<file path="config.mk">
export PLATFORM = sky130hd
export DESIGN_NAME = vend_core_param
export DESIGN_NICKNAME = d
export VERILOG_FILES = /design/src/rtl/vend_core_param.sv
export SDC_FILE = /design/constraint.sdc
export NUM_CORES = 1
export LEC_CHECK = 0
export CAP_MARGIN = 25
export CORE_MARGIN = 2
export CORE_UTILIZATION = 55
export CTS_BUF_LIST = sky130_fd_sc_hd__clkbuf_8 sky130_fd_sc_hd__clkbuf_16
export CTS_CLUSTER_DIAMETER = 150
export CTS_CLUSTER_SIZE = 28
export DETAILED_ROUTE_END_ITERATION = 7
export GPL_ROUTABILITY_DRIVEN = 1
export PLACE_DENSITY = 0.77
export RECOVER_POWER = 50
export SYNTH_ARGS = -nofsm -noshare
export SYNTH_HDL_FRONTEND = slang
export SYNTH_SLANG_ARGS = --single-unit
</file>
<file path="constraint.sdc">
create_clock -name clk -period 6.4 [get_ports clk]
set_input_delay 1.28 -clock clk [delete_from_list [all_inputs] [get_ports clk]]
set_output_delay 1.28 -clock clk [all_outputs]
set_load 0.05 [all_outputs]
</file>
<file path="src/rtl/vend_core_param.sv">
// Parametrised vending controller: coin credit accumulation, per-product pricing,
// timed vend hold and greedy 25/10/5 change return, advancing only on clk_en ticks.
module vend_core_param #(
  parameter int NUM_PROD = 4,
  parameter int CREDIT_W = 8,
  parameter logic [NUM_PROD*CREDIT_W-1:0] PRICES = {8'd30, 8'd25, 8'd20, 8'd15},
  parameter int MAX_CREDIT = 95,
  parameter int VEND_HOLD = 4
) (
  input  logic                clk,
  input  logic                clr,
  input  logic                clk_en,
  input  logic [2:0]          coin,
  input  logic [NUM_PROD-1:0] sel,
  input  logic                cancel,
  output logic [CREDIT_W-1:0] credit,
  output logic [NUM_PROD-1:0] vend,
  output logic [2:0]          chg_coin,
  output logic                reject,
  output logic                denied,
  output logic [1:0]          state
);

  typedef enum logic [1:0] {
    S_IDLE   = 2'd0,
    S_CREDIT = 2'd1,
    S_VEND   = 2'd2,
    S_CHANGE = 2'd3
  } state_t;

  localparam int HOLD_W = (VEND_HOLD > 1) ? $clog2(VEND_HOLD) : 1;
  localparam logic [HOLD_W-1:0]   HOLD_LAST = HOLD_W'(VEND_HOLD - 1);
  localparam logic [CREDIT_W:0]   MAX_SUM   = (CREDIT_W + 1)'(MAX_CREDIT);
  localparam logic [CREDIT_W-1:0] C5        = CREDIT_W'(5);
  localparam logic [CREDIT_W-1:0] C10       = CREDIT_W'(10);
  localparam logic [CREDIT_W-1:0] C25       = CREDIT_W'(25);

  state_t                state_reg, state_next;
  logic [CREDIT_W-1:0]   credit_reg, credit_next;
  logic [NUM_PROD-1:0]   vend_reg, vend_next;
  logic [HOLD_W-1:0]     hold_reg, hold_next;
  logic [2:0]            chg_reg, chg_next;
  logic                  reject_reg, reject_next;
  logic                  denied_reg, denied_next;
  logic [2:0]            coin_prev_reg;
  logic [NUM_PROD-1:0]   sel_prev_reg;
  logic                  cancel_prev_reg;

  logic [2:0]            coin_rise;
  logic                  coin_ev, coin_single, coin_fits;
  logic [CREDIT_W-1:0]   coin_val;
  logic [CREDIT_W:0]     coin_sum;
  logic                  sel_ev, sel_single, cancel_ev;
  logic                  accepting, cancel_take, sel_take;
  logic [CREDIT_W-1:0]   price_term [NUM_PROD];
  logic [CREDIT_W-1:0]   price_sel;

  // A multi-hot sel ORs several prices together, but such selections are denied anyway.
  for (genvar gi = 0; gi < NUM_PROD; gi++) begin : g_price
    assign price_term[gi] = sel[gi] ? PRICES[gi*CREDIT_W +: CREDIT_W] : '0;
  end

  always_comb begin
    price_sel = '0;
    for (int i = 0; i < NUM_PROD; i++) price_sel = price_sel | price_term[i];
  end

  assign coin_rise   = coin & ~coin_prev_reg;
  assign coin_ev     = |coin_rise;
  assign coin_single = $onehot(coin_rise);
  assign coin_sum    = {1'b0, credit_reg} + {1'b0, coin_val};
  assign coin_fits   = coin_sum <= MAX_SUM;
  assign sel_ev      = (sel_prev_reg == '0) && (sel != '0);
  assign sel_single  = $onehot(sel);
  assign cancel_ev   = cancel & ~cancel_prev_reg;
  assign accepting   = (state_reg == S_IDLE) || (state_reg == S_CREDIT);
  assign cancel_take = cancel_ev && (state_reg == S_CREDIT);
  assign sel_take    = sel_ev && accepting && !cancel_take;

  always_comb begin
    coin_val = '0;
    case (coin_rise)
      3'b001:  coin_val = C5;
      3'b010:  coin_val = C10;
      3'b100:  coin_val = C25;
      default: coin_val = '0;
    endcase
  end

  always_comb begin
    state_next  = state_reg;
    credit_next = credit_reg;
    vend_next   = vend_reg;
    hold_next   = hold_reg;
    chg_next    = 3'b000;
    reject_next = 1'b0;
    denied_next = 1'b0;

    case (state_reg)
      S_IDLE, S_CREDIT: begin
        if (cancel_take) begin
          state_next = S_CHANGE;
        end else if (sel_take) begin
          if (sel_single && (credit_reg >= price_sel)) begin
            credit_next = credit_reg - price_sel;
            vend_next   = sel;
            hold_next   = '0;
            state_next  = S_VEND;
          end else begin
            denied_next = 1'b1;
          end
        end else if (coin_ev && coin_single && coin_fits) begin
          credit_next = coin_sum[CREDIT_W-1:0];
          state_next  = S_CREDIT;
        end
        // Any coin edge not accepted above is refused, including one shadowed by cancel/select.
        reject_next = coin_ev && (cancel_take || sel_take || !coin_single || !coin_fits);
      end
      S_VEND: begin
        reject_next = coin_ev;
        if (hold_reg == HOLD_LAST) begin
          vend_next  = '0;
          state_next = (credit_reg != '0) ? S_CHANGE : S_IDLE;
        end else begin
          hold_next = hold_reg + 1'b1;
        end
      end
      S_CHANGE: begin
        reject_next = coin_ev;
        if (credit_reg == '0) begin
          state_next = S_IDLE;
        end else if (credit_reg >= C25) begin
          chg_next    = 3'b100;
          credit_next = credit_reg - C25;
        end else if (credit_reg >= C10) begin
          chg_next    = 3'b010;
          credit_next = credit_reg - C10;
        end else begin
          chg_next    = 3'b001;
          credit_next = credit_reg - C5;
        end
      end
      default: state_next = S_IDLE;
    endcase
  end

  always_ff @(posedge clk) begin
    if (clr) begin
      state_reg       <= S_IDLE;
      credit_reg      <= '0;
      vend_reg        <= '0;
      hold_reg        <= '0;
      chg_reg         <= 3'b000;
      reject_reg      <= 1'b0;
      denied_reg      <= 1'b0;
      coin_prev_reg   <= 3'b000;
      sel_prev_reg    <= '0;
      cancel_prev_reg <= 1'b0;
    end else if (clk_en) begin
      state_reg       <= state_next;
      credit_reg      <= credit_next;
      vend_reg        <= vend_next;
      hold_reg        <= hold_next;
      chg_reg         <= chg_next;
      reject_reg      <= reject_next;
      denied_reg      <= denied_next;
      coin_prev_reg   <= coin;
      sel_prev_reg    <= sel;
      cancel_prev_reg <= cancel;
    end else begin
      // Pulses last exactly the tick cycle that produced them.
      chg_reg    <= 3'b000;
      reject_reg <= 1'b0;
      denied_reg <= 1'b0;
    end
  end

  assign credit   = credit_reg;
  assign vend     = vend_reg;
  assign chg_coin = chg_reg;
  assign reject   = reject_reg;
  assign denied   = denied_reg;
  assign state    = state_reg;

endmodule

</file>
# --- Word-level counts from Yosys, hierarchy flattened ---
# Cells that the tools add are included.
word_totals:
  out_inout_bits: 19
  wordCells: 125
  reg_bits: 29
  input_bits: 11
classes:
  n_lt_le_gt_ge: 4
  n_eq_ne: 20
  mux: 35
  bitwise: 11
  add_sub_neg: 11
  reduce_logical: 33
ops:
  columns: ["cell", "count"]
  rows:
  - ["$mux W8", 7]
  - ["$mux W2", 12]
  - ["$mux W4", 5]
  - ["$reduce_and A6 Y1", 3]
  - ["$pmux W8 S2", 1]
  - ["$mux W5", 3]
  - ["$pmux W5 S3", 1]
  - ["$ne A2 B2 Y1 const B", 7]
  - ["$or A5 B5 Y5", 2]
  - ["$reduce_or A5 Y1", 2]
  - ["$add A8 B8 Y9", 1]
  - ["$le A9 B7 Y1 const B", 1]
  - ["$ge A8 B4 Y1 const B", 1]
  - ["$ge A8 B5 Y1", 1]
  - ["$ge A8 B5 Y1 const B", 1]
  - ["$logic_and A1 B1 Y1", 8]
  - ["$logic_not A8 Y1", 1]
  - ["$ne A4 B4 Y1 const B", 2]
  - ["$pmux W4 S2", 1]
  - ["$reduce_bool A8 Y1", 1]
  - ["$sub A8 B3 Y8 const B", 1]
  - ["$sub A8 B4 Y8 const B", 1]
  - ["$sub A8 B5 Y8", 1]
  - ["$sub A8 B5 Y8 const B", 1]
  - ["other kinds (30)", 49]

# --- Logic depth before layout (Yosys ltp) ---
# Gate-level depths: netlist of the first run.
depth:
  depth_word: 11
  mapped_depth: 13
  depth_no_buf: 13

# --- Worst setup path after synthesis of the first run ---
# OpenSTA, ideal clock, no wires.
synth_path:
  path_kind: "input-to-reg"
  from: "input port coin[2]"
  to: "register credit_reg[7], in the netlist credit[7]"
  arrival_ns: 4.175
  setup_slack_ns: 2.102
  path_stages: 12
  required_ns: 6.277
  setup_time_ns: 0.123
  n_path_buf: 0
  cell_sequence: "nor2b_1 > nor3_1 > or2_2 > ha_1 > fa_1 > a211o_1 > o211ai_1 > nand3_1 > a31o_2 > a211oi_4 > a21boi_1 > mux2_1"
synth_between:
  elab_chain_len: 8
  elab_cells_between_ends: 18
  classes_between: "add/sub (2); order compare (1); eq/ne (5); mux (5); bitwise (1); reduce/logical (4)"
synth_rtl:
  columns: ["element", "line", "rtl"]
  rows:
  - ["from (decl)", "13", "input logic [2:0] coin,"]
  - ["$and A3 B3 Y3 *", "68", "assign coin_rise = coin & ~coin_prev_reg;"]
  - ["$eq A3 B3 Y1 (tied with other cells)", "82", "case (coin_rise)"]
  - ["$pmux W5 S3", "82", null]
  - ["$add A8 B8 Y9", "71", "assign coin_sum = {1'b0, credit_reg} + {1'b0, coin_val};"]
  - ["$le A9 B7 Y1 or $mux W8 (tied branches)", "72, 112", null]
  - ["$logic_and A1 B1 Y1 or $mux W8 (tied branches)", "112, 103", null]
  - ["$ne A3 B3 Y1 (no line) or $mux W8 (tied branches)", null, null]
  - ["$reduce_and A6 Y1 (no line) or $pmux W8 S2 (tied branches)", null, null]
  - ["to (signal assigned)", "161", "credit_reg <= credit_next;"]
  - ["to (decl)", "39", "logic [CREDIT_W-1:0] credit_reg, credit_next;"]
# Mark *: on every way between the ends. The rest lies on a longest branch, timed or not. The select of a mux whose other input is x is not followed.
# A chain may end at the register's enable or synchronous reset.

# --- Worst setup path after layout of the first run ---
# Same ends and word-level chain as after synthesis.

==> report_table.html, run 1 <==
<table>
<tr><th>Metric</th><th>Value</th></tr>
<tr><th colspan="2">Status</th></tr>
<tr><td>Result of the run</td><td>completed</td></tr>
<tr><th colspan="2">Clocking</th></tr>
<tr><td>Count of buffers added by post-CTS timing repair for setup</td><td>0</td></tr>
<tr><td>Clk pin slew, worst setup/hold paths</td><td>0.07 ns</td></tr>
<tr><td>Worst-skew pair later-pin latency</td><td>0.29 ns</td></tr>
<tr><td>Inserted Clock Buffers</td><td>5</td></tr>
<tr><td>Clock Sinks</td><td>29</td></tr>
<tr><td>Number of buffers between clock root and the deepest sink</td><td>2</td></tr>
<tr><td>Number of gates given a new drive strength after cts</td><td>0</td></tr>
<tr><td># hold bufs at CTS</td><td>0</td></tr>
<tr><td>CTS tree</td><td>done</td></tr>
<tr><td>H-tree levels</td><td>2</td></tr>
<tr><td>Clk Tree Root Cell</td><td>sky130_fd_sc_hd__clkbuf_8</td></tr>
<tr><th colspan="2">Layout</th></tr>
<tr><td>Final cell count without fillers</td><td>373</td></tr>
<tr><td>Area growth from synthesis to final layout</td><td>16.1%</td></tr>
<tr><td>Most common library cell in the layout ignoring fill and taps</td><td>sky130_fd_sc_hd__nor2_1</td></tr>
<tr><td>Number of nets in the finished design</td><td>356</td></tr>
<tr><td>Count of filler cells inserted in the layout</td><td>398</td></tr>
<tr><td>Layout Utilization</td><td>65.4%</td></tr>
<tr><td>Flip-flop count of the largest register, all copies and words added</td><td>8</td></tr>
<tr><td>Count of inserted antenna diode cells</td><td>0</td></tr>
<tr><td>Most used cells in the layout excluding fill and tap cells</td><td>sky130_fd_sc_hd__nor2_1 (34), sky130_fd_sc_hd__dfxtp_1 (29), sky130_fd_sc_hd__a21oi_1 (22)</td></tr>
<tr><td>Share of post-route cells with drive strength above 1</td><td>6.54%</td></tr>
<tr><th colspan="2">Floorplanning</th></tr>
<tr><td>Initial core utilization</td><td>56.3%</td></tr>
<tr><td># IOs</td><td>30</td></tr>
<tr><td>Core outline area</td><td>4290 µm²</td></tr>
<tr><td>Die area</td><td>4940 µm²</td></tr>
<tr><td>Floorplan die height</td><td>70.3 µm</td></tr>
<tr><td>Std cell rows</td><td>24</td></tr>
<tr><td>Horizontal die dimension</td><td>70.3 µm</td></tr>
<tr><th colspan="2">Timing</th></tr>
<tr><td>Final hold slack</td><td>0.449 ns</td></tr>
<tr><td>Final hold viol count</td><td>0</td></tr>
<tr><td>Sum of negative setup slack</td><td>0 ns</td></tr>
<tr><td>Number of failing setup endpoints in the final timing report</td><td>0</td></tr>
<tr><td>Max Clock Skew</td><td>0.00575 ns</td></tr>
<tr><td>Max frequency</td><td>208 MHz</td></tr>
<tr><td>Slew margin rel.</td><td>27.6%</td></tr>
<tr><td>Period minus WS final</td><td>4.81 ns</td></tr>
<tr><td>Fin crit share</td><td>75.1%</td></tr>
<tr><td>Final Max Slew Viols</td><td>0</td></tr>
<tr><td>Worst Setup Slack, final</td><td>1.59 ns</td></tr>
<tr><td>Setup repair after global routing missed its margin</td><td>no</td></tr>
<tr><td>Tightest Pin Transition</td><td>1.08 ns</td></tr>
<tr><th colspan="2">Placed design</th></tr>
<tr><td>Detailed Place HPWL</td><td>4360 µm</td></tr>
<tr><td>Place WS</td><td>1.34 ns</td></tr>
<tr><td>Routability congestion estimate from global placement</td><td>0.905</td></tr>
<tr><td>Number of placed instances, taps included</td><td>365</td></tr>
<tr><td>Count of input and output buffers</td><td>29</td></tr>
<tr><th colspan="2">Worst setup path</th></tr>
<tr><td>Worst path buffer plus inverter count</td><td>1</td></tr>
<tr><td>Arrival time of the worst setup path</td><td>4.99 ns</td></tr>
<tr><td>Launching element type of the critical path</td><td>primary input</td></tr>
<tr><td>Critical path required time</td><td>6.58 ns</td></tr>
<tr><td>Maximum fanout along the worst path</td><td>8</td></tr>
<tr><td>Critical Path Stages</td><td>13</td></tr>
<tr><td>Largest incremental delay on the critical path</td><td>0.47 ns</td></tr>
<tr><td>Critical path cell sequence</td><td>clkdlybuf4s50_1 &gt; nor2b_1 &gt; nor3_1 &gt; or2_2 &gt; ha_1 &gt; fa_1 &gt; a211o_1 &gt; o211ai_1 &gt; nand3_1 &gt; a31o_2 &gt; a211oi_4 &gt; a21boi_1 &gt; mux2_1</td></tr>
<tr><td>Worst-path cell with the longest stage delay</td><td>sky130_fd_sc_hd__clkdlybuf4s50_1</td></tr>
<tr><td>Worst setup EP type</td><td>flop</td></tr>
<tr><td>Number of cells on the worst reg-to-reg path</td><td>12</td></tr>
<tr><td>Setup slack, reg-to-reg</td><td>2.77 ns</td></tr>
<tr><td>Critical Setup Path Class</td><td>in -&gt; reg</td></tr>
<tr><td>Top cell family by delay on the critical path</td><td>compound AO/OA/AOI/OAI gates</td></tr>
<tr><th colspan="2">Synthesis</th></tr>
<tr><td>Combinational family with the most area after synthesis</td><td>simple AND/OR/NAND/NOR gates</td></tr>
<tr><td>Top post-synthesis cells by area</td><td>sky130_fd_sc_hd__dfxtp_1 (24%), sky130_fd_sc_hd__ha_1 (11%), sky130_fd_sc_hd__mux2i_1 (6.2%)</td></tr>
<tr><td>Post-synthesis cell type count</td><td>58</td></tr>
<tr><td>Adder and majority gate portion of the synthesized area</td><td>14.2%</td></tr>
<tr><td>Cells after Synth</td><td>297</td></tr>
<tr><td>Simple-gate share of the synthesized area</td><td>25.9%</td></tr>
<tr><td>Number of flops mapped to enable cells by yosys</td><td>0</td></tr>
<tr><td>Xor-xnor portion of the synthesized cell area</td><td>2.17%</td></tr>
<tr><td>Synthesized area per cell</td><td>8.14 µm²</td></tr>
<tr><td>Proportion of netlist area held by the largest area contributor</td><td>24.0%</td></tr>
<tr><td>Yosys reg bits</td><td>29</td></tr>
<tr><td>Synth Flop Type</td><td>sky130_fd_sc_hd__dfxtp_1</td></tr>
<tr><td>Compound-cell area share of the yosys netlist</td><td>21.4%</td></tr>
<tr><td>Async S/R FF share, synth</td><td>0%</td></tr>
<tr><td>Number of nets in the synthesized netlist</td><td>333</td></tr>
<tr><td>Portion of netlist area occupied by mux cells</td><td>7.60%</td></tr>
<tr><td>Fraction of the yosys area taken by sequential cells</td><td>24.0%</td></tr>
<tr><td>Largest area contributor in the netlist</td><td>sky130_fd_sc_hd__dfxtp_1</td></tr>
<tr><td>YS warnings</td><td>0</td></tr>
<tr><td>Cell Area, Synth</td><td>2420 µm²</td></tr>
<tr><th colspan="2">GRT</th></tr>
<tr><td>Via count of the first global-routing pass</td><td>2080</td></tr>
<tr><td>Wire length of the first global-routing pass</td><td>9970 µm</td></tr>
<tr><td>Residual overflow from global routing</td><td>0</td></tr>
<tr><td>Global-route usage over all layers</td><td>25.3%</td></tr>
<tr><td>Number of antenna violations at the first check in global routing</td><td>0</td></tr>
<tr><td>Pin count of the biggest net entering global routing</td><td>29</td></tr>
<tr><th colspan="2">Power and ir drop</th></tr>
<tr><td>Maximum resistive drop on vdd</td><td>0.000154 V</td></tr>
<tr><td>Leak pwr</td><td>0.00128 µW</td></tr>
<tr><td>PD cells</td><td>277 nW/µm²</td></tr>
<tr><th colspan="2">Worst hold path</th></tr>
<tr><td>Worst Hold Path Cells</td><td>2</td></tr>
<tr><td>Worst min-delay path category</td><td>reg -&gt; reg</td></tr>
<tr><th colspan="2">Drt</th></tr>
<tr><td>1st-pass router iterations</td><td>5</td></tr>
<tr><td>Mean number of vias per cell</td><td>6.01</td></tr>
<tr><td>DRT Wirelength</td><td>5840 µm</td></tr>
<tr><td>Average wire length per cell after detail routing</td><td>15.7 µm</td></tr>
<tr><td>Antenna violation net count after detailed routing</td><td>0</td></tr>
<tr><td>Number of remaining DRC errors</td><td>0</td></tr>
<tr><td>DR vias</td><td>2240</td></tr>
<tr><td>Number of DRC violations after detailed-routing iteration 0</td><td>129</td></tr>
<tr><th colspan="2">Job</th></tr>
<tr><td>Max-cap check violation count</td><td>0</td></tr>
</table>
synth_stat cells (4+ instances only):
| library cell | instances |
|---|---|
| sky130_fd_sc_hd__nor2_1 | 34 |
| sky130_fd_sc_hd__dfxtp_1 | 29 |
| sky130_fd_sc_hd__ha_1 | 21 |
| sky130_fd_sc_hd__o21ai_0 | 6 |
| sky130_fd_sc_hd__mux2i_1 | 15 |
| sky130_fd_sc_hd__and2_1 | 6 |
| sky130_fd_sc_hd__o21a_1 | 4 |
| sky130_fd_sc_hd__or3_1 | 4 |
| sky130_fd_sc_hd__nand4_1 | 5 |
| sky130_fd_sc_hd__clkbuf_1 | 10 |
| sky130_fd_sc_hd__fa_1 | 4 |
| sky130_fd_sc_hd__xnor2_1 | 4 |
| sky130_fd_sc_hd__nand2b_1 | 9 |
| sky130_fd_sc_hd__a21oi_1 | 22 |
| sky130_fd_sc_hd__nand2_1 | 18 |
| sky130_fd_sc_hd__nand3_1 | 4 |
| sky130_fd_sc_hd__nor2b_1 | 9 |
| sky130_fd_sc_hd__a21o_1 | 6 |
| sky130_fd_sc_hd__or2_2 | 5 |
| sky130_fd_sc_hd__nor3_1 | 6 |
| sky130_fd_sc_hd__a211oi_1 | 6 |
| sky130_fd_sc_hd__o21ai_1 | 4 |
| sky130_fd_sc_hd__inv_1 | 16 |
final cells by class:
cell class	count	area, µm²	share of cell area, %
Sequential cell	29	581	20.7
Inverter	16	60.1	2.14
Clock buffer	5	68.8	2.45
Timing Repair Buffer	30	298	10.6
Multi-Input combinational cell	238	1720	61.3
Clock inverter	3	13.8	0.490
Tap cell	52	65.1	2.32
logic make-up after synthesis:
group | Yosys count
buf+inv | 30
mux | 18
xor+xnor | 6
fa+ha+maj | 25
simple gates | 114
compound gates | 75
flops | 29
per-stage QoR:
stage	total power (µW)	instance area (µm²)
final	778	2810
after global routing	837	2810
after CTS	779	2810
after detailed placement	633	2730
after global placement	627	2730
after floorplan	534	2420
worst reg2reg max path, stage by stage (launching register included):
cell and delay [ns]:
sky130_fd_sc_hd__dfxtp_1 0.31, sky130_fd_sc_hd__nor2b_1 0.28, sky130_fd_sc_hd__nor3_1 0.11, sky130_fd_sc_hd__or2_2 0.29, sky130_fd_sc_hd__ha_1 0.21, sky130_fd_sc_hd__fa_1 0.45
sky130_fd_sc_hd__a211o_1 0.30, sky130_fd_sc_hd__o211ai_1 0.15, sky130_fd_sc_hd__nand3_1 0.16, sky130_fd_sc_hd__a31o_2 0.32, sky130_fd_sc_hd__a211oi_4 0.36, sky130_fd_sc_hd__a21boi_1 0.24
sky130_fd_sc_hd__mux2_1 0.34
worst paths after layout:
path | from | endpoint
worst max register to register | coin_prev_reg[2]$_SDFFE_PP0P_ | credit[7]$_SDFFE_PP0P_
worst max-delay path | coin[2] | credit[7]$_SDFFE_PP0P_
worst min register to register | vend[0]$_SDFFE_PP0P_ | vend[0]$_SDFFE_PP0P_
worst min-delay path | vend[0]$_SDFFE_PP0P_ | vend[0]$_SDFFE_PP0P_
power by group:
part	internal [µW]	switching, µW
logic	159	235
registers	196	39.5
clock network	73.6	73.3
routing by layer:
layer  vias to the layer above  wire, µm  part of all wire (%)  GRT usage [%]
li1                       1113         -                     -              -
met1                      1059      2560                    44           32.8
met2                        59      2890                    50           42.3
met3                         9       304                   5.2           4.76
met4                         0        82                   1.4           7.69
met5                         -         0                     0              0
Note: power is estimated with default switching activity, not from simulation.
==> inputs of run 2 (changes only) <==
CORE_UTILIZATION = 51   (was 55)
PLACE_DENSITY = 0.75   (was 0.77)
clock period = 4.3 ns   (was 6.4 ns; I/O delays follow)
==> run 2 against run 1 <==
  * Wire length is 2.1% higher
  * Clock skew is 0.0012 ns lower
  * Register-to-register slack worse by 1.8 ns
  * Largest power group unchanged
==> report_table.html, run 2 (same netlist as run 1, synthesis figures left out) <==
<table>
<tr><th>Metric</th><th>Value</th></tr>
<tr><th colspan="2">Status</th></tr>
<tr><td>Result of the run</td><td>completed</td></tr>
<tr><th colspan="2">Floorplanning</th></tr>
<tr><td># IOs</td><td>30</td></tr>
<tr><td>Initial core utilization</td><td>51.9%</td></tr>
<tr><td>Std cell rows</td><td>25</td></tr>
<tr><td>Floorplan die height</td><td>72.9 µm</td></tr>
<tr><td>Die area</td><td>5310 µm²</td></tr>
<tr><td>Core outline area</td><td>4660 µm²</td></tr>
<tr><td>Horizontal die dimension</td><td>72.9 µm</td></tr>
<tr><th colspan="2">Layout</th></tr>
<tr><td>Design Area, Final</td><td>2900 µm²</td></tr>
<tr><td>Count of filler cells inserted in the layout</td><td>427</td></tr>
<tr><td>Count of inserted antenna diode cells</td><td>0</td></tr>
<tr><td>Most common library cell in the layout ignoring fill and taps</td><td>sky130_fd_sc_hd__nor2_1</td></tr>
<tr><td>Area growth from synthesis to final layout</td><td>20.0%</td></tr>
<tr><td>Final cell count without fillers</td><td>387</td></tr>
<tr><td>Most used cells in the layout excluding fill and tap cells</td><td>sky130_fd_sc_hd__nor2_1 (34), sky130_fd_sc_hd__dfxtp_1 (29), sky130_fd_sc_hd__a21oi_1 (22)</td></tr>
<tr><td>Number of nets in the finished design</td><td>368</td></tr>
<tr><td>Flip-flop count of the largest register, all copies and words added</td><td>8</td></tr>
<tr><td>Share of post-route cells with drive strength above 1</td><td>9.91%</td></tr>
<tr><th colspan="2">Timing</th></tr>
<tr><td>Setup repair after global routing missed its margin</td><td>no</td></tr>
<tr><td>Max frequency</td><td>248 MHz</td></tr>
<tr><td>Final hold viol count</td><td>0</td></tr>
<tr><td>Slew margin rel.</td><td>52.6%</td></tr>
<tr><td>Fin crit share</td><td>93.8%</td></tr>
<tr><td>Number of failing setup endpoints in the final timing report</td><td>0</td></tr>
<tr><td>Tightest Pin Transition</td><td>0.711 ns</td></tr>
<tr><td>Worst Setup Slack, final</td><td>0.269 ns</td></tr>
<tr><td>Max Clock Skew</td><td>0.00459 ns</td></tr>
<tr><td>Final Max Slew Viols</td><td>0</td></tr>
<tr><td>Final hold slack</td><td>0.449 ns</td></tr>
<tr><td>Period minus WS final</td><td>4.03 ns</td></tr>
<tr><th colspan="2">Drt</th></tr>
<tr><td>Average wire length per cell after detail routing</td><td>15.4 µm</td></tr>
<tr><td>Mean number of vias per cell</td><td>5.87</td></tr>
<tr><td>Highest Signal Layer</td><td>met4</td></tr>
<tr><td>Met3 layer wire length in the routed design</td><td>285 µm</td></tr>
<tr><td>Post-Route M1 WL</td><td>2680 µm</td></tr>
<tr><td>Antenna violation net count after detailed routing</td><td>0</td></tr>
<tr><td>Number of DRC violations after detailed-routing iteration 0</td><td>109</td></tr>
<tr><td>Number of remaining DRC errors</td><td>0</td></tr>
<tr><td>DRT Wirelength</td><td>5960 µm</td></tr>
<tr><td>DR WL met2</td><td>2880 µm</td></tr>
<tr><td>1st-pass router iterations</td><td>4</td></tr>
<tr><td>DR vias</td><td>2273</td></tr>
<tr><th colspan="2">Power and ir drop</th></tr>
<tr><td>Fraction of power consumed by combinational cells</td><td>51.2%</td></tr>
<tr><td>Part of the power in the clock network</td><td>19.1%</td></tr>
<tr><td>PD cells</td><td>408 nW/µm²</td></tr>
<tr><td>Switching power as a share of total power</td><td>44.8%</td></tr>
<tr><td>Sw Pwr</td><td>531 µW</td></tr>
<tr><td>Cell Int Power</td><td>654 µW</td></tr>
<tr><td>Maximum resistive drop on vdd</td><td>0.000252 V</td></tr>
<tr><td>Register share of total power</td><td>29.7%</td></tr>
<tr><td>Leak pwr</td><td>0.00133 µW</td></tr>
<tr><th colspan="2">GRT</th></tr>
<tr><td>Wire length of the first global-routing pass</td><td>10100 µm</td></tr>
<tr><td>Pin count of the biggest net entering global routing</td><td>29</td></tr>
<tr><td>Residual overflow from global routing</td><td>0</td></tr>
<tr><td>Global-route usage over all layers</td><td>24.2%</td></tr>
<tr><td>Via count of the first global-routing pass</td><td>2216</td></tr>
<tr><td>Number of antenna violations at the first check in global routing</td><td>0</td></tr>
<tr><th colspan="2">Clocking</th></tr>
<tr><td># hold bufs at CTS</td><td>0</td></tr>
<tr><td>H-tree levels</td><td>2</td></tr>
<tr><td>Clk Tree Root Cell</td><td>sky130_fd_sc_hd__clkbuf_8</td></tr>
<tr><td>Number of buffers between clock root and the deepest sink</td><td>2</td></tr>
<tr><td>Clock Sinks</td><td>29</td></tr>
<tr><td>Number of gates given a new drive strength after cts</td><td>0</td></tr>
<tr><td>Count of buffers added by post-CTS timing repair for setup</td><td>0</td></tr>
<tr><td>Inserted Clock Buffers</td><td>5</td></tr>
<tr><td>Worst-skew pair later-pin latency</td><td>0.29 ns</td></tr>
<tr><td>CTS tree</td><td>done</td></tr>
<tr><td>Clk pin slew, worst setup/hold paths</td><td>0.07 ns</td></tr>
<tr><th colspan="2">Placed design</th></tr>
<tr><td>Number of placed instances, taps included</td><td>379</td></tr>
<tr><td>Detailed Place HPWL</td><td>4460 µm</td></tr>
<tr><td>Routability congestion estimate from global placement</td><td>0.954</td></tr>
<tr><td>Count of input and output buffers</td><td>29</td></tr>
<tr><td>Place WS</td><td>-0.0270 ns</td></tr>
<tr><td>Area of placed instances</td><td>2820 µm²</td></tr>
<tr><th colspan="2">Worst setup path</th></tr>
<tr><td>Critical Setup Path Class</td><td>in -&gt; reg</td></tr>
<tr><td>Setup slack, reg-to-reg</td><td>0.96 ns</td></tr>
<tr><td>Maximum fanout along the worst path</td><td>4</td></tr>
<tr><td>Critical path cell sequence</td><td>clkdlybuf4s50_1 &gt; nor2b_1 &gt; nor3_1 &gt; or2_2 &gt; ha_1 &gt; fa_1 &gt; a211o_1 &gt; o211ai_1 &gt; nand3_1 &gt; a31o_2 &gt; a211oi_4 &gt; a21boi_1 &gt; mux2_1</td></tr>
<tr><td>Worst-path cell with the longest stage delay</td><td>sky130_fd_sc_hd__clkdlybuf4s50_1</td></tr>
<tr><td>Worst setup EP type</td><td>flop</td></tr>
<tr><td>Largest incremental delay on the critical path</td><td>0.46 ns</td></tr>
<tr><td>Launching element type of the critical path</td><td>primary input</td></tr>
<tr><td>Arrival time of the worst setup path</td><td>4.21 ns</td></tr>
<tr><td>Critical path required time</td><td>4.48 ns</td></tr>
<tr><th colspan="2">Worst hold path</th></tr>
<tr><td>Worst min-delay path category</td><td>reg -&gt; reg</td></tr>
<tr><th colspan="2">Job</th></tr>
<tr><td>Max-cap check violation count</td><td>0</td></tr>
</table>
## run 2: layout make-up
type | count | area, µm² | share of cell area (%)
clock buffers | 5 | 68.8 | 2.37
clock inverters | 3 | 17.5 | 0.604
well taps | 54 | 67.6 | 2.33
multi-input cells | 238 | 1720 | 59.4
flip-flops and latches | 29 | 581 | 20.0
repair buffers | 42 | 384 | 13.2
inverters | 16 | 60.1 | 2.07
## run 2: power by group through the flow
stage,clock [µW],sequential (µW),combinational [µW]
after floorplan,0,390,405
after global placement,0,356,593
after detailed placement,0,357,602
after CTS,230,351,607
after global routing,239,358,668
final,227,351,607
## run 2: layer usage
metal	vias to the layer above	GRT usage, %
met1	1055	31.9
met3	10	3.73
met4	0	6.58
li1	1142	-
met5	-	0
met2	66	40.9
## run 2: worst paths after layout
| path | from | endpoint | depth (start not counted) |
|---|---|---|---|
| max | coin[2] | credit[7]$_SDFFE_PP0P_ | 13 |
| min | vend[1]$_SDFFE_PP0P_ | vend[1]$_SDFFE_PP0P_ | 2 |
| max reg2reg | coin_prev_reg[1]$_SDFFE_PP0P_ | credit[7]$_SDFFE_PP0P_ | 13 |
| min reg2reg | vend[1]$_SDFFE_PP0P_ | vend[1]$_SDFFE_PP0P_ | 2 |
## run 2: worst max-delay path, delay by kind of cell
family                   cells  cell delay (ns)
AND/OR/NAND/NOR              4             0.74
multiplexers                 1             0.34
adder cells (fa/ha/maj)      2             0.60
AO/OA/AOI/OAI                5             1.19
buffers and inverters        1             0.46
## run 2: per-stage QoR
stage / total power [µW] / util [%] / TNS (ns)
final: 1180 / 62.3 / 0
after CTS: 1190 / 62.3 / 0
after detailed placement: 959 / 60.5 / -0.0270
after global placement: 949 / 60.5 / 0
after floorplan: 794 / - / 0
after global routing: 1270 / 62.3 / 0
==> RTL edit: new RTL, config.mk and constraints of run 2 <==
Set the parameter `NUM_PROD` to 8 (it was 4).
--- a/src/rtl/vend_core_param.sv
+++ b/src/rtl/vend_core_param.sv
@@ -1,7 +1,7 @@
 // Parametrised vending controller: coin credit accumulation, per-product pricing,
 // timed vend hold and greedy 25/10/5 change return, advancing only on clk_en ticks.
 module vend_core_param #(
-  parameter int NUM_PROD = 4,
+  parameter int NUM_PROD = 8,
   parameter int CREDIT_W = 8,
   parameter logic [NUM_PROD*CREDIT_W-1:0] PRICES = {8'd30, 8'd25, 8'd20, 8'd15},
   parameter int MAX_CREDIT = 95,
Interface: changed (resized sel and vend); port bits go from 30 to 38. The function was not compared with the original's and may differ.
==> RTL edit against run 2 <==
- the run now ends with negative setup slack left
- via count grew 21%
- worst hold slack better by 0.038 ns
- worst setup slack got worse by 0.38 ns
- wire length rose by 26%
- register-to-register slack improved by 0.03 ns
- non-clock buffer count grew 18
- cell area is 24% higher
- area after synthesis up 18%
- sequential cell count rose by 8
- first-iteration DRC count grew 53%
- total power grew 2.7%
- count of clock-buffer cells in the layout did not move
- sequential share of layout area is 0.55 points higher
- critical endpoint is now vend[0]
- largest power group unchanged
- highest routed layer unchanged
==> RTL edit: results (changes against run 2) <==
[status]
status=finished, violations left
violations=negative setup slack

[critical_path]
crit_path_top_delay_cell=fa_1
worst_r2r_path_depth=14  ; +1
path_delay_family=adder cells
critPathMaxStageDelay_ns=0.54  ; +0.08 ns

[timing]
worst_slew_pin_slew_ns=0.659  ; -0.0513 ns
finalWorstSetupSlack_ns=-0.111  ; -0.380 ns
setup_violations=14  ; +14
tns_ns=-1.25  ; -1.25 ns

[drt]
drt_iter0_markers=167  ; +53%
vias=2752  ; +21%

[worst_hold_path]
whs_endpoint=coin_prev_reg[0]
worstHoldStart=coin_prev_reg[0]

[synth]
post_synth_most_frequent_cells=40 x nor2_1, 37 x dfxtp_1, 28 x inv_1, 24 x nand2_1, 22 x ha_1
yosysSeqAreaShare_pct=26.0  ; +2.0 points
synth_fp_nets=389  ; +17%
syn_area_per_cell_um2=8.26  ; +1.4%
synth.area.top_cells=dfxtp_1 26%, ha_1 9.7%, nor2_1 5.3%

[clock_tree]
cts-resized-gates=20  ; +20
postCtsSetupRepairBufs=5  ; +5

[global_route]
grt_max_degree=27  ; -6.9%
track_usage_pct=24.8  ; +0.63 points

[placement]
globalplace.congestion=0.823  ; -14%
dp_slack_ns=-0.882  ; -0.855 ns
io_buffer_count=37  ; +28%

[power_and_ir_drop]
p_leak_nw=1.54  ; +16%
vdd_drop_max_uv=243  ; -3.7%
power.clock.fraction_pct=21.5  ; +2.4 points

## RTL edit: routing by layer
metal  vias up  part of all wire [%]  GRT usage (%)
li1       1334                     -              -
met1      1312                    43           30.9
met2        90                    51           43.8
met3        16                   4.2           3.86
met4         0                   1.7           7.72
met5         -                     0              0
## RTL edit: stage by stage
step	power (mW)	cells	cell area [µm²]
2_1_floorplan	0.782	345	2860
3_3_place_gp	0.914	454	3360
3_5_place_dp	0.925	454	3360
4_1_cts	1.20	467	3510
5_1_grt	1.29	469	3600
6_report	1.22	469	3600
## RTL edit: cell families (layout without fill, tap and decap cells)
group,after synthesis,count (layout),share of synthesized area [%]
muxes,15,15,5.40
AOI/OAI and AO/OA,85,85,22.4
and+or+nand+nor,129,129,23.3
buffers and inverters,44,96,6.46
DFF,37,37,26.0
xor gates and xnor gates,6,6,1.84
adders and majority gates,29,29,14.6
## RTL edit: area by class of cell
cell class              instances  area (µm²)
repair buffers                 60         559
fillers                       445        1840
well taps                      72        90.1
flip-flops and latches         37         741
clock inverters                 3        25.0
clock buffers                   5        68.8
inverters                      28         105
multi-input cells             264        2010
## RTL edit: worst max path at each step
stage,start,endpoint,slack [ns],cells after the start
final,sel[3],vend[0],-0.11,17
after floorplan,sel[0],credit[5],-0.13,15
after detailed placement,sel[0],credit[5],-0.88,16
after CTS,sel[1],vend[0],-0.26,18
after global routing,sel[3],state[0],-0.26,18
after global placement,sel[0],credit[5],-0.74,16
## RTL edit: worst reg2reg max path: stages (launching register included)
cell,delay [ns]
dfxtp_1,0.33
nand2b_1,0.14
inv_1,0.09
nor3_1,0.27
nand2b_1,0.16
ha_1,0.19
fa_1,0.25
a211o_1,0.19
a31oi_1,0.09
nor4_1,0.36
o31ai_1,0.14
buf_4,0.18
a211oi_4,0.28
nor3b_2,0.24
mux2_4,0.32
